[config.mk]
export PLATFORM = sky130hd
export DESIGN_NAME = mem_port_arbiter
export DESIGN_NICKNAME = d
export VERILOG_FILES = /design/src/rtl/mem_arb_pkg.sv /design/src/rtl/mem_arb_select.sv /design/src/rtl/mem_port_arbiter.sv
export SDC_FILE = /design/constraint.sdc
export NUM_CORES = 1
export LEC_CHECK = 0
export ABC_AREA = 1
export CAP_MARGIN = 25
export CORE_AREA = 3 3 185 187
export CTS_BUF_LIST = sky130_fd_sc_hd__clkbuf_8
export DETAILED_ROUTE_END_ITERATION = 10
export DIE_AREA = 0 0 188 190
export PLACE_DENSITY = 0.41
export SLEW_MARGIN = 20
export SYNTH_ARGS = -nofsm -noshare
export SYNTH_HDL_FRONTEND = slang
export SYNTH_HIERARCHICAL = 1
export SYNTH_SLANG_ARGS = --single-unit
[constraint.sdc]
create_clock -name clk -period 4.47 [get_ports clk]
set_input_delay 0.6705 -clock clk [delete_from_list [all_inputs] [get_ports clk]]
set_output_delay 0.6705 -clock clk [all_outputs]
set_load 0.005 [all_outputs]
[src/rtl/mem_arb_pkg.sv]
// Shared types and constants for the data-memory port arbiter.
package mem_arb_pkg;

  typedef enum logic [1:0] {
    STAT_AOK = 2'b00,
    STAT_ADR = 2'b01,
    STAT_INS = 2'b10,
    STAT_HLT = 2'b11
  } stat_e;

  typedef enum logic {
    REQ_F = 1'b0,
    REQ_D = 1'b1
  } req_id_e;

  localparam int unsigned DEF_ADDR_W    = 64;
  localparam int unsigned DEF_DATA_W    = 64;
  localparam int unsigned DEF_MEM_WORDS = 1024;
  localparam int unsigned DEF_MAX_WAIT  = 4;

  // One outstanding response: who owns it, whether it was a write, and
  // whether the address was out of range.
  typedef struct packed {
    logic    valid;
    req_id_e owner;
    logic    we;
    logic    err;
  } rsp_t;

endpackage

[src/rtl/mem_arb_select.sv]
// Combinational winner selection between fetch and memory-stage requests.
// Optional feature macro: MEM_ARB_ROUND_ROBIN_EN (alternate winners on conflict).
module mem_arb_select
  import mem_arb_pkg::*;
#(
  parameter int unsigned CNT_W    = 3,
  parameter int unsigned MAX_WAIT = DEF_MAX_WAIT
) (
  input  logic             f_req,
  input  logic             d_req,
  input  logic [CNT_W-1:0] wait_cnt,
  input  req_id_e          rr_ptr,
  output logic             grant_f,
  output logic             grant_d
);

  // Pick at most one winner; a starved fetch always wins a conflict.
  always_comb begin
    grant_f = 1'b0;
    grant_d = 1'b0;
    if (f_req && d_req) begin
      if (wait_cnt == CNT_W'(MAX_WAIT)) begin
        grant_f = 1'b1;
`ifdef MEM_ARB_ROUND_ROBIN_EN
      end else if (rr_ptr == REQ_F) begin
        grant_f = 1'b1;
`endif
      end else begin
        grant_d = 1'b1;
      end
    end else begin
      grant_f = f_req;
      grant_d = d_req;
    end
  end

`ifndef MEM_ARB_ROUND_ROBIN_EN
  logic unused_rr_ptr;
  assign unused_rr_ptr = rr_ptr;
`endif

endmodule

[src/rtl/mem_port_arbiter.sv]
// Single-port data-memory arbiter between fetch and memory stages.
// Optional feature macro: MEM_ARB_ROUND_ROBIN_EN (round-robin on conflict).
module mem_port_arbiter
  import mem_arb_pkg::*;
#(
  parameter int unsigned ADDR_W    = DEF_ADDR_W,
  parameter int unsigned DATA_W    = DEF_DATA_W,
  parameter int unsigned MEM_WORDS = DEF_MEM_WORDS,
  parameter int unsigned MAX_WAIT  = DEF_MAX_WAIT
) (
  input  logic                         clk,
  input  logic                         reset,
  input  logic                         f_req,
  input  logic [ADDR_W-1:0]            f_addr,
  output logic                         f_gnt,
  output logic                         f_rvalid,
  output logic [DATA_W-1:0]            f_rdata,
  output logic                         f_err,
  input  logic                         d_req,
  input  logic                         d_we,
  input  logic [ADDR_W-1:0]            d_addr,
  input  logic [DATA_W-1:0]            d_wdata,
  output logic                         d_gnt,
  output logic                         d_rvalid,
  output logic [DATA_W-1:0]            d_rdata,
  output logic [1:0]                   d_stat,
  output logic                         mem_en,
  output logic                         mem_we,
  output logic [$clog2(MEM_WORDS)-1:0] mem_addr,
  output logic [DATA_W-1:0]            mem_wdata,
  input  logic [DATA_W-1:0]            mem_rdata
);

  localparam int unsigned MEM_AW = $clog2(MEM_WORDS);
  localparam int unsigned CNT_W  = $clog2(MAX_WAIT + 1);

  logic             sel_f;
  logic             sel_d;
  logic             f_ok;
  logic             d_ok;
  logic [CNT_W-1:0] wait_cnt;
  req_id_e          rr_ptr;
  rsp_t             rsp;

  assign f_ok = (f_addr < ADDR_W'(MEM_WORDS));
  assign d_ok = (d_addr < ADDR_W'(MEM_WORDS));

  mem_arb_select #(
    .CNT_W   (CNT_W),
    .MAX_WAIT(MAX_WAIT)
  ) u_select (
    .f_req   (f_req),
    .d_req   (d_req),
    .wait_cnt(wait_cnt),
    .rr_ptr  (rr_ptr),
    .grant_f (sel_f),
    .grant_d (sel_d)
  );

  // Grants are combinational but forced low while reset is held.
  assign f_gnt = sel_f & ~reset;
  assign d_gnt = sel_d & ~reset;

  // Drive the array port for the granted in-range access only.
  always_comb begin
    mem_en    = 1'b0;
    mem_we    = 1'b0;
    mem_addr  = '0;
    mem_wdata = '0;
    if (d_gnt && d_ok) begin
      mem_en    = 1'b1;
      mem_we    = d_we;
      mem_addr  = d_addr[MEM_AW-1:0];
      mem_wdata = d_wdata;
    end else if (f_gnt && f_ok) begin
      mem_en    = 1'b1;
      mem_addr  = f_addr[MEM_AW-1:0];
      mem_wdata = d_wdata;
    end
  end

  // Count consecutive fetch denials, saturating at MAX_WAIT.
  always_ff @(posedge clk or posedge reset) begin
    if (reset) begin
      wait_cnt <= '0;
    end else if (f_req && !f_gnt) begin
      if (wait_cnt != CNT_W'(MAX_WAIT)) wait_cnt <= wait_cnt + CNT_W'(1);
    end else begin
      wait_cnt <= '0;
    end
  end

  // rr_ptr names the requester favoured on the next conflict; after reset
  // that is data, so "last winner = fetch" is the equivalent reading.
  always_ff @(posedge clk or posedge reset) begin
    if (reset) begin
      rr_ptr <= REQ_D;
    end else if (f_gnt && d_req) begin
      rr_ptr <= REQ_D;
    end else if (d_gnt && f_req) begin
      rr_ptr <= REQ_F;
    end
  end

  // Record the granted access so exactly one response follows next cycle.
  always_ff @(posedge clk or posedge reset) begin
    if (reset) begin
      rsp <= '0;
    end else begin
      rsp.valid <= f_gnt | d_gnt;
      rsp.owner <= d_gnt ? REQ_D : REQ_F;
      rsp.we    <= d_gnt & d_we;
      rsp.err   <= d_gnt ? ~d_ok : ~f_ok;
    end
  end

  // Present the response; read data passes through from the array.
  always_comb begin
    f_rvalid = rsp.valid && (rsp.owner == REQ_F);
    d_rvalid = rsp.valid && (rsp.owner == REQ_D);
    f_err    = f_rvalid && rsp.err;
    f_rdata  = (f_rvalid && !rsp.err) ? mem_rdata : '0;
    d_rdata  = (d_rvalid && !rsp.err && !rsp.we) ? mem_rdata : '0;
    d_stat   = (d_rvalid && rsp.err) ? STAT_ADR : STAT_AOK;
  end

endmodule

==> impl_metrics.csv, run 1 <==
group,metric,value,unit
logic_synthesis,netlist_area,2541,sq um
logic_synthesis,syn_avg_cell_area,5.327,sq um
clock_tree,clk_pin_slew,40,ps
floorplanning,row_count,66,
pwr,p_leak,3.083,nW
pwr,pwr-share-comb,0.670,
routing,ant_nets,0,
pwr,p_int,0.0003608,W
placed_design,dp_slack,437.2,ps
clock_tree,cts-resized-gates,0,
timing,tightestPinTransition,756.8,ps
setup_path,path_max_fanout,50,
floorplanning,io_pins,472,
timing,finalSetupTns,0,ps
routing,dr_total_vias,4613,
timing,min_period,4015,ps
clock_tree,htreeDepth,1,
placed_design,dp_hpwl,20750,microns
cells_and_area,area.growth.synth_to_final,205.1,%
worst_hold_path,hp-class,"reg2reg",
setup_path,cp_cell_sequence,"clkdlybuf4s50_1 > nand2_2 > nand2_1 > nand2_1 > inv_1 > nor2_4 > nand4_1 > nor2_1 > nand2_4 > buf_4 > nand2_1 > o21ai_0 > clkdlybuf4s50_1",
timing,finalHoldViolCount,0,
clock_tree,postCtsHoldBufs,0,
pwr,ir_drop,0.00007854,V
floorplanning,die-area,35720,sq um
pwr,seqPwrFrac,0.153,
timing,setup_slack,455.3,ps
setup_path,startpoint_type,"input pin",
floorplanning,die_h,190,microns
routing,viasPerCell,3.362,
timing,slew_headroom,0.4955,
routing,wl_per_cell,16.45,microns
setup_path,crit_required,3800,ps
setup_path,max_stage_delay,620,ps
placed_design,port_buffers,470,
run,maxCapViolCount,0,
clock_tree,cts.sinks,7,
clock_tree,cts_tree,"yes",
clock_tree,cts_buffer_depth,2,
routing,remaining_drc_errors,0,
routing,drt-pass1-iter-count,4,
pwr,pwr-share-clk,0.177,
pwr,power.density,62.32,nW/um^2
global_route,grt_start_max_net_pins,76,
clock_tree,clock_latency,220,ps
floorplanning,start_util,0.07791,
clock_tree,cts_root_buffer,"clkbuf_8",
logic_synthesis,synthCells,477,
pwr,p_sw,0.0001223,W
timing,drv_slew,0,
setup_path,arrival,3340,ps
setup_path,cp-end-kind,"output pin",
global_route,grt_pass1_wl,31300,microns
floorplanning,placeableCoreArea,32620,sq um
routing,drt-initial-drc-count,129,
global_route,grt_antenna_before_repair,2,
cells_and_area,drive_above_1_share,0.07643,
timing,rsz0062_at_grt,"false",
global_route,track_usage,0.1153,
logic_synthesis,synth_fp_nets,740,
timing,final.setup_skew,0.4501,ps
status,status,"completed",
timing,setup_violations,0,
setup_path,cp_common_cell,"nand2_1",
global_route,first_global_vias,4902,
floorplanning,die_w,188,microns
setup_path,cpMaxStageDelayCell,"buf_4",
setup_path,crit_type,"in2out",
clock_tree,cts_buffers,3,
timing,timing.fmax,0.2491,GHz
timing,finalCritPeriodShare,0.8982,
routing,wl,22560,microns
placed_design,place.gp.congestion,0.7678,
logic_synthesis,yosys_warnings,6,
global_route,grt-ovfl-total,0,
cells_and_area,final_net_count,1193,
pwr,switching_share,0.2532,
clock_tree,cts_setup_buffers,0,
cell type report:
| cell class | instances | area (sq um) |
|---|---|---|
| tap | 442 | 553.0 |
| antenna | 1 | 2.502 |
| clock inverter | 1 | 3.754 |
| fill | 3677 | 24870 |
| inverter | 78 | 292.8 |
| multi-input combinational | 362 | 1884 |
| timing repair buffer | 478 | 4800 |
| sequential | 7 | 175.2 |
| clock buffer | 3 | 41.29 |
registers in the layout, indices dropped and copies added (netlist names):
register / cells
wait_cnt: 3
rsp: 4
stage by stage:
| stage | power [W] | util | cells | hold slack [ps] | area [sq um] |
|---|---|---|---|---|---|
| after floorplan | 0.0001368 | - | 477 | 473.9 | 2541 |
| after global placement | 0.0004020 | 0.2356 | 1366 | 574.5 | 7685 |
| after detailed placement | 0.0004039 | 0.2362 | 1367 | 579.3 | 7705 |
| after CTS | 0.0004929 | 0.2376 | 1371 | 581.0 | 7750 |
| after global routing | 0.0005185 | 0.2376 | 1371 | 616.9 | 7750 |
| final | 0.0004832 | 0.2377 | 1372 | 578.1 | 7752 |
cell usage in the layout (no fill, tap or decap):
| master | count |
|---|---|
| o21ai_1 | 4 |
| nand3_1 | 2 |
| nor2_1 | 205 |
| clkdlybuf4s50_1 | 469 |
| buf_4 | 6 |
| inv_1 | 78 |
| diode_2 | 1 |
| o21ai_0 | 7 |
| nand2_4 | 1 |
| xnor2_1 | 1 |
| nand3_4 | 1 |
| a21boi_0 | 9 |
| ha_1 | 2 |
| nand2_2 | 3 |
| nand4_1 | 1 |
| dfrtp_1 | 7 |
| buf_12 | 3 |
| a21boi_2 | 48 |
| conb_1 | 1 |
| clkbuf_8 | 3 |
| inv_2 | 1 |
| a21oi_1 | 3 |
| nor2_4 | 2 |
| a21boi_1 | 7 |
| nand2_1 | 60 |
| nor3_1 | 1 |
| nand3_2 | 1 |
| o31ai_1 | 1 |
| nor2_2 | 2 |
final timing paths:
path / from / end / slack [ps] / cells past startpoint
worst min-delay path: wait_cnt[0] / wait_cnt[0] / 580 / 1
min in group asynchronous: reset / rsp[2] / 820 / 2
worst max-delay path: f_req / mem_addr[9] / 460 / 13
max in group asynchronous: reset / wait_cnt[1] / 3440 / 2
worst max register to register: wait_cnt[0] / rsp[0] / 2390 / 12
worst min register to register: wait_cnt[0] / wait_cnt[0] / 580 / 1
power groups by stage:
| stage | Sequential [W] | Clock [W] | Combinational, W |
|---|---|---|---|
| after global routing | 0.0000747 | 0.0000932 | 0.000351 |
| final | 0.0000741 | 0.0000853 | 0.000324 |
| after CTS | 0.0000741 | 0.0000883 | 0.000330 |
| after detailed placement | 0.0000751 | 0 | 0.000329 |
| after floorplan | 0.0000737 | 0 | 0.0000630 |
| after global placement | 0.0000751 | 0 | 0.000327 |
layer usage:
| layer | track usage | part of all wire | routed length, microns |
|---|---|---|---|
| met1 | 0.1162 | 0.35 | 8003 |
| met2 | 0.2297 | 0.53 | 11860 |
| met3 | 0.03796 | 0.10 | 2299 |
| met4 | 0.02280 | 0.017 | 389 |
| met5 | 0 | 0.00049 | 11 |
critical path, delay by kind of cell:
kind                   cells  cell delay (ps)
AO/OA/AOI/OAI              1              210
AND/OR/NAND/NOR            8              650
buffers and inverters      4             1810
Power figures use the tool's default switching activity.
==> inputs of run 2 (changes only) <==
--- a/config.mk
+++ b/config.mk
@@ -7,11 +7,12 @@
 export LEC_CHECK = 0
 export ABC_AREA = 1
 export CAP_MARGIN = 25
-export CORE_AREA = 3 3 185 187
+export CORE_AREA = 3 3 183 185
 export CTS_BUF_LIST = sky130_fd_sc_hd__clkbuf_8
 export DETAILED_ROUTE_END_ITERATION = 10
-export DIE_AREA = 0 0 188 190
-export PLACE_DENSITY = 0.41
+export DIE_AREA = 0 0 186 188
+export DONT_BUFFER_PORTS = 1
+export PLACE_DENSITY = 0.3
 export SLEW_MARGIN = 20
 export SYNTH_ARGS = -nofsm -noshare
 export SYNTH_HDL_FRONTEND = slang
==> run 2 against run 1 <==
Cell count is 36% lower; die area is 2.1% lower; combinational power is 74% lower; sequential cell count stayed put; critical endpoint unchanged; largest cell class is now multi-input gates; highest routed layer unchanged.
==> impl_metrics.csv, run 2 (same netlist as run 1, synthesis figures left out) <==
group,metric,value,unit
status,status,"completed",
routing,ant_nets,0,
cells_and_area,drive_above_1_share,0.1507,
timing,final.setup_skew,0.1843,ps
run,maxCapViolCount,0,
timing,tightestPinTransition,984.1,ps
cells_and_area,final_net_count,722,
placed_design,place.gp.congestion,0.8193,
timing,setup_slack,1094,ps
routing,viasPerCell,3.562,
setup_path,max_stage_delay,670,ps
clock_tree,cts_root_buffer,"clkbuf_8",
floorplanning,start_util,0.07890,
setup_path,critPathTopFamily,"simple AND/OR/NAND/NOR gates",
cells_and_area,layout_common_cells,"nor2_1 (205), inv_1 (78), nand2_1 (60)",
clock_tree,postCtsHoldBufs,0,
setup_path,cp_common_cell,"nand2_1",
clock_tree,cts-resized-gates,0,
floorplanning,die_h,188,microns
routing,wl_per_cell,21.31,microns
floorplanning,io_pins,472,
setup_path,arrival,2710,ps
cells_and_area,layout_commonest_cell,"nor2_1",
timing,finalHoldViolCount,0,
cells_and_area,largest_reg_flops,4,
placed_design,port_buffers,0,
routing,wl,18710,microns
setup_path,crit_required,3800,ps
setup_path,rr_startpoint,"wait_cnt[0]",
timing,slew_headroom,0.3440,
cells_and_area,area.growth.synth_to_final,18.66,%
floorplanning,placeableCoreArea,32210,sq um
floorplanning,die-area,34970,sq um
routing,drt-pass1-iter-count,4,
placed_design,dp_hpwl,17050,microns
setup_path,ff2ff_path_depth,11,
pwr,power.density,80.97,nW/um^2
worst_hold_path,hp-class,"in2async",
setup_path,path_max_fanout,47,
routing,remaining_drc_errors,0,
timing,rsz0062_at_grt,"false",
timing,timing.fmax,0.2962,GHz
global_route,grt-ovfl-total,0,
setup_path,startpoint_type,"flop",
routing,drt-initial-drc-count,118,
floorplanning,die_w,186,microns
pwr,ir_drop,0.00005763,V
clock_tree,cts.sinks,7,
setup_path,r2r_end,"rsp[0]",
clock_tree,cts_buffer_depth,2,
cells_and_area,reg.largest.list,"rsp (4), wait_cnt (3)",
setup_path,cpMaxStageDelayCell,"buf_4",
timing,setup_violations,0,
clock_tree,cts_buffers,3,
clock_tree,cts_setup_buffers,0,
pwr,p_leak,1.347,nW
setup_path,crit_type,"reg2out",
clock_tree,clock_latency,220,ps
placed_design,dp_slack,1048,ps
timing,finalSetupTns,0,ps
global_route,track_usage,0.09341,
timing,min_period,3376,ps
clock_tree,htreeDepth,1,
routing,dr_total_vias,3127,
clock_tree,cts_tree,"yes",
setup_path,cp-end-kind,"output pin",
global_route,grt_start_max_net_pins,70,
clock_tree,clk_pin_slew,40,ps
setup_path,critPathBufInv,2,
setup_path,rrSetupSlack,2000,ps
timing,drv_slew,0,
cells_and_area,max_flop_register,"rsp",
global_route,grt_antenna_before_repair,19,
setup_path,cp_cell_sequence,"nor2_4 > nand2_1 > nand2_1 > nand2_1 > inv_1 > nor2_4 > nand4_1 > nor2_1 > nand2_4 > buf_4 > nand2_1 > o21ai_0",
global_route,grt_pass1_wl,22410,microns
timing,finalCritPeriodShare,0.7552,
floorplanning,row_count,66,
global_route,first_global_vias,2799,
## run 2: cell types whose count changed in the layout (fill, tap and decap cells not counted), sizes merged
cell | before | now
diode | 1 | 12
buf | 9 | 7
clkdlybuf4s50 | 469 | 0
## run 2: worst max path at each step
stage | start | endpoint | slack, ps | depth (start not counted)
after floorplan | d_req | mem_wdata[25] | 2040 | 12
after global placement | d_req | mem_addr[9] | 1050 | 12
after global routing | wait_cnt[1] | mem_addr[1] | 860 | 12
after CTS | wait_cnt[0] | mem_addr[8] | 1030 | 12
final | wait_cnt[1] | mem_addr[9] | 1090 | 12
after detailed placement | d_req | mem_addr[9] | 1050 | 12
## run 2: layer usage
| layer | up-vias | share of wire | track usage | wire (microns) |
|---|---|---|---|---|
| met1 | 1390 | 0.34 | 0.08811 | 6427 |
| met4 | 12 | 0.029 | 0.02807 | 544 |
| met2 | 300 | 0.52 | 0.1853 | 9762 |
| met3 | 34 | 0.10 | 0.03259 | 1899 |
| li1 | 1391 | - | - | - |
| met5 | - | 0.0043 | 0 | 80 |
## run 2: final cells by class
class | instances | area, sq um
Fill cell | 3796 | 29190
Multi-Input combinational cell | 362 | 1884
Tap cell | 408 | 510.5
Inverter | 78 | 292.8
Sequential cell | 7 | 175.2
Timing Repair Buffer | 7 | 77.57
Clock buffer | 3 | 41.29
Antenna cell | 12 | 30.03
Clock inverter | 1 | 3.754
## run 2: worst register-to-register path: stages (launching register included)
cell and delay, ps:
dfrtp_1 440, nor2_4 50, nand2_1 60, nand2_1 50, nand2_1 50, inv_1 70, nor2_4 270, nand4_1 140
nor2_1 210, nand2_4 270, inv_1 540, nor2_1 180
## run 2: power breakdown
part / total [W] / switching (W) / internal, W
Sequential: 0.0000742 / 0.00000573 / 0.0000685
Combinational: 0.0000846 / 0.0000516 / 0.0000331
Clock: 0.0000853 / 0.0000261 / 0.0000592
Total: 0.000244 / 0.0000834 / 0.000161
## run 2: metrics by stage
stage	hold WS (ps)	instance area, sq um	std cells	util	power, W
detailed placement	507.5	2940	862	0.09130	0.0001607
global placement	524.9	2900	860	0.09005	0.0001592
CTS	271.7	2985	866	0.09270	0.0002501
global route	269.2	3003	873	0.09324	0.0002690
floorplan	473.9	2541	477	-	0.0001368
finish	266.0	3015	878	0.09363	0.0002442
==> inputs of run 3 (changes only) <==
==> constraint.sdc (replaced) <==
create_clock -name clk -period 3.2 [get_ports clk]
set_input_delay 0.48 -clock clk [delete_from_list [all_inputs] [get_ports clk]]
set_output_delay 0.48 -clock clk [all_outputs]
set_load 0.005 [all_outputs]
==> run 3 against run 2 <==
Final area increased by 2.1%; setup slack got worse by 780 ps; wire length increased by 1.1%; critical path depth decreased by 3; sequential cell count unchanged.
==> impl_metrics.csv, run 3 (same netlist as run 1, synthesis figures left out) <==
group,metric,value,unit
timing,slew_headroom,0.5747,
pwr,pwr-share-comb,0.357,
placed_design,port_buffers,0,
pwr,seqPwrFrac,0.299,
global_route,grt_start_max_net_pins,63,
pwr,p_total,0.0003451,W
timing,min_period,2887,ps
global_route,first_global_vias,2879,
setup_path,rr_startpoint,"wait_cnt[0]",
run,maxCapViolCount,0,
cells_and_area,final_net_count,731,
routing,wl_met3,1819,microns
cells_and_area,reg.largest.list,"rsp (4), wait_cnt (3)",
timing,setup_violations,0,
placed_design,place.gp.congestion,0.8147,
routing,ant_nets,0,
clock_tree,cts_tree,"yes",
floorplanning,io_pins,472,
global_route,grt_pass1_wl,22890,microns
pwr,p_sw,0.0001186,W
routing,drt-pass1-iter-count,4,
setup_path,path_max_fanout,34,
cells_and_area,fillers,3784,
timing,tightestPinTransition,638.0,ps
setup_path,r2r_end,"rsp[0]",
placed_design,dp_slack,300.7,ps
routing,viasPerCell,3.591,
timing,setup_slack,313.1,ps
setup_path,startpoint_type,"flop",
timing,finalHoldViolCount,0,
timing,drv_slew,0,
cells_and_area,max_flop_register,"rsp",
cells_and_area,largest_reg_flops,4,
timing,rsz0062_at_grt,"false",
floorplanning,die-area,34970,sq um
floorplanning,row_count,66,
clock_tree,htreeDepth,1,
routing,remaining_drc_errors,0,
routing,wl_per_cell,21.51,microns
worst_hold_path,hp-class,"in2async",
global_route,grt-ovfl-total,0,
cells_and_area,drive_above_1_share,0.1670,
routing,wl,18930,microns
pwr,ir_drop,0.00007959,V
clock_tree,cts_buffers,3,
routing,drt-initial-drc-count,70,
setup_path,cp-end-kind,"output pin",
pwr,power.density,112.1,nW/um^2
global_route,grt_antenna_before_repair,16,
cells_and_area,layout_commonest_cell,"nor2_1",
clock_tree,cts_root_buffer,"clkbuf_8",
pwr,pwr-share-clk,0.344,
clock_tree,cts.sinks,7,
floorplanning,placeableCoreArea,32210,sq um
routing,met1Wirelength,6598,microns
setup_path,ff2ff_path_depth,11,
floorplanning,start_util,0.07890,
setup_path,rrSetupSlack,960,ps
routing,top_layer,"met5",
timing,finalSetupTns,0,ps
cells_and_area,regArea,175.2,sq um
pwr,p_int,0.0002265,W
setup_path,crit_start,"wait_cnt[0]",
timing,final.setup_skew,1.533,ps
setup_path,crit_type,"reg2out",
global_route,track_usage,0.09469,
cells_and_area,fin_util,0.09557,
pwr,p_leak,1.400,nW
pwr,switching_share,0.3436,
timing,timing.fmax,0.3464,GHz
setup_path,crit_required,2720,ps
floorplanning,die_w,186,microns
status,status,"completed",
routing,dr_total_vias,3160,
clock_tree,clk_pin_slew,40,ps
setup_path,arrival,2410,ps
setup_path,crit_path_end,"mem_addr[0]",
floorplanning,die_h,188,microns
cells_and_area,multiInputGateArea,1884,sq um
timing,finalCritPeriodShare,0.9021,
routing,wl_met2,9975,microns
placed_design,dp_hpwl,17370,microns
clock_tree,cts_buffer_depth,2,
cells_and_area,layout_common_cells,"nor2_1 (205), inv_1 (78), nand2_1 (60)",
clock_tree,clock_latency,220,ps
cells_and_area,area.growth.synth_to_final,21.12,%
[run 3: changes by cell type in the layout (fill, tap and decap cells not counted), sizes merged]
cell and change:
diode -7, buf +9
[run 3: power groups by stage]
| stage | clock [W] | sequential [W] | combinational [W] |
|---|---|---|---|
| 2_1_floorplan | 0 | 0.000103 | 0.0000880 |
| 3_3_place_gp | 0 | 0.000105 | 0.000123 |
| 3_5_place_dp | 0 | 0.000105 | 0.000125 |
| 4_1_cts | 0.000123 | 0.000103 | 0.000125 |
| 5_1_grt | 0.000130 | 0.000104 | 0.000141 |
| 6_report | 0.000119 | 0.000103 | 0.000123 |
[run 3: worst max-delay path, stage by stage (launching register included)]
cell	delay, ps
dfrtp_1	430
nor2_4	130
nand3_2	70
nand2_1	50
inv_1	40
nor2_1	240
buf_4	180
nand3_4	380
buf_12	360
o21ai_0	260
[run 3: final cells by class]
type,instances,area share
antenna,5,0.004065
clock buffer,3,0.01341
clock inverter,1,0.001220
inverter,78,0.09512
multi-input combinational,362,0.6122
sequential,7,0.05691
tap,408,0.1659
timing repair buffer,16,0.05122
[run 3: how the worst min path moves through the flow]
stage | start | end | slack (ps) | cells past startpoint
finish | reset | rsp[3] | 90 | 1
global route | reset | wait_cnt[0] | 100 | 1
CTS | reset | wait_cnt[1] | 90 | 1
detailed placement | reset | wait_cnt[0] | 330 | 1
global placement | reset | wait_cnt[0] | 330 | 1
floorplan | reset | rsp[0] | 280 | 1
[run 3: repair_timing]
action | CTS | global route
buffers inserted | 0 | 0
setup endpoints to repair | 0 | 2
hold buffers | 0 | 0
resized for setup | 0 | 2
[run 3: metal layers]
metal / track usage / up-vias
li1: - / 1399
met1: 0.09315 / 1409
met2: 0.1886 / 306
met3: 0.02910 / 36
met4: 0.02349 / 10
met5: 0 / -
[run 3: stage by stage]
step           std cells  hold slack (ps)  cell area [sq um]
6_report             880            86.60               3078
3_3_place_gp         870            328.2               3000
3_5_place_dp         870            327.6               3000
5_1_grt              879            99.32               3075
4_1_cts              874            91.91               3045
2_1_floorplan        477            283.4               2541
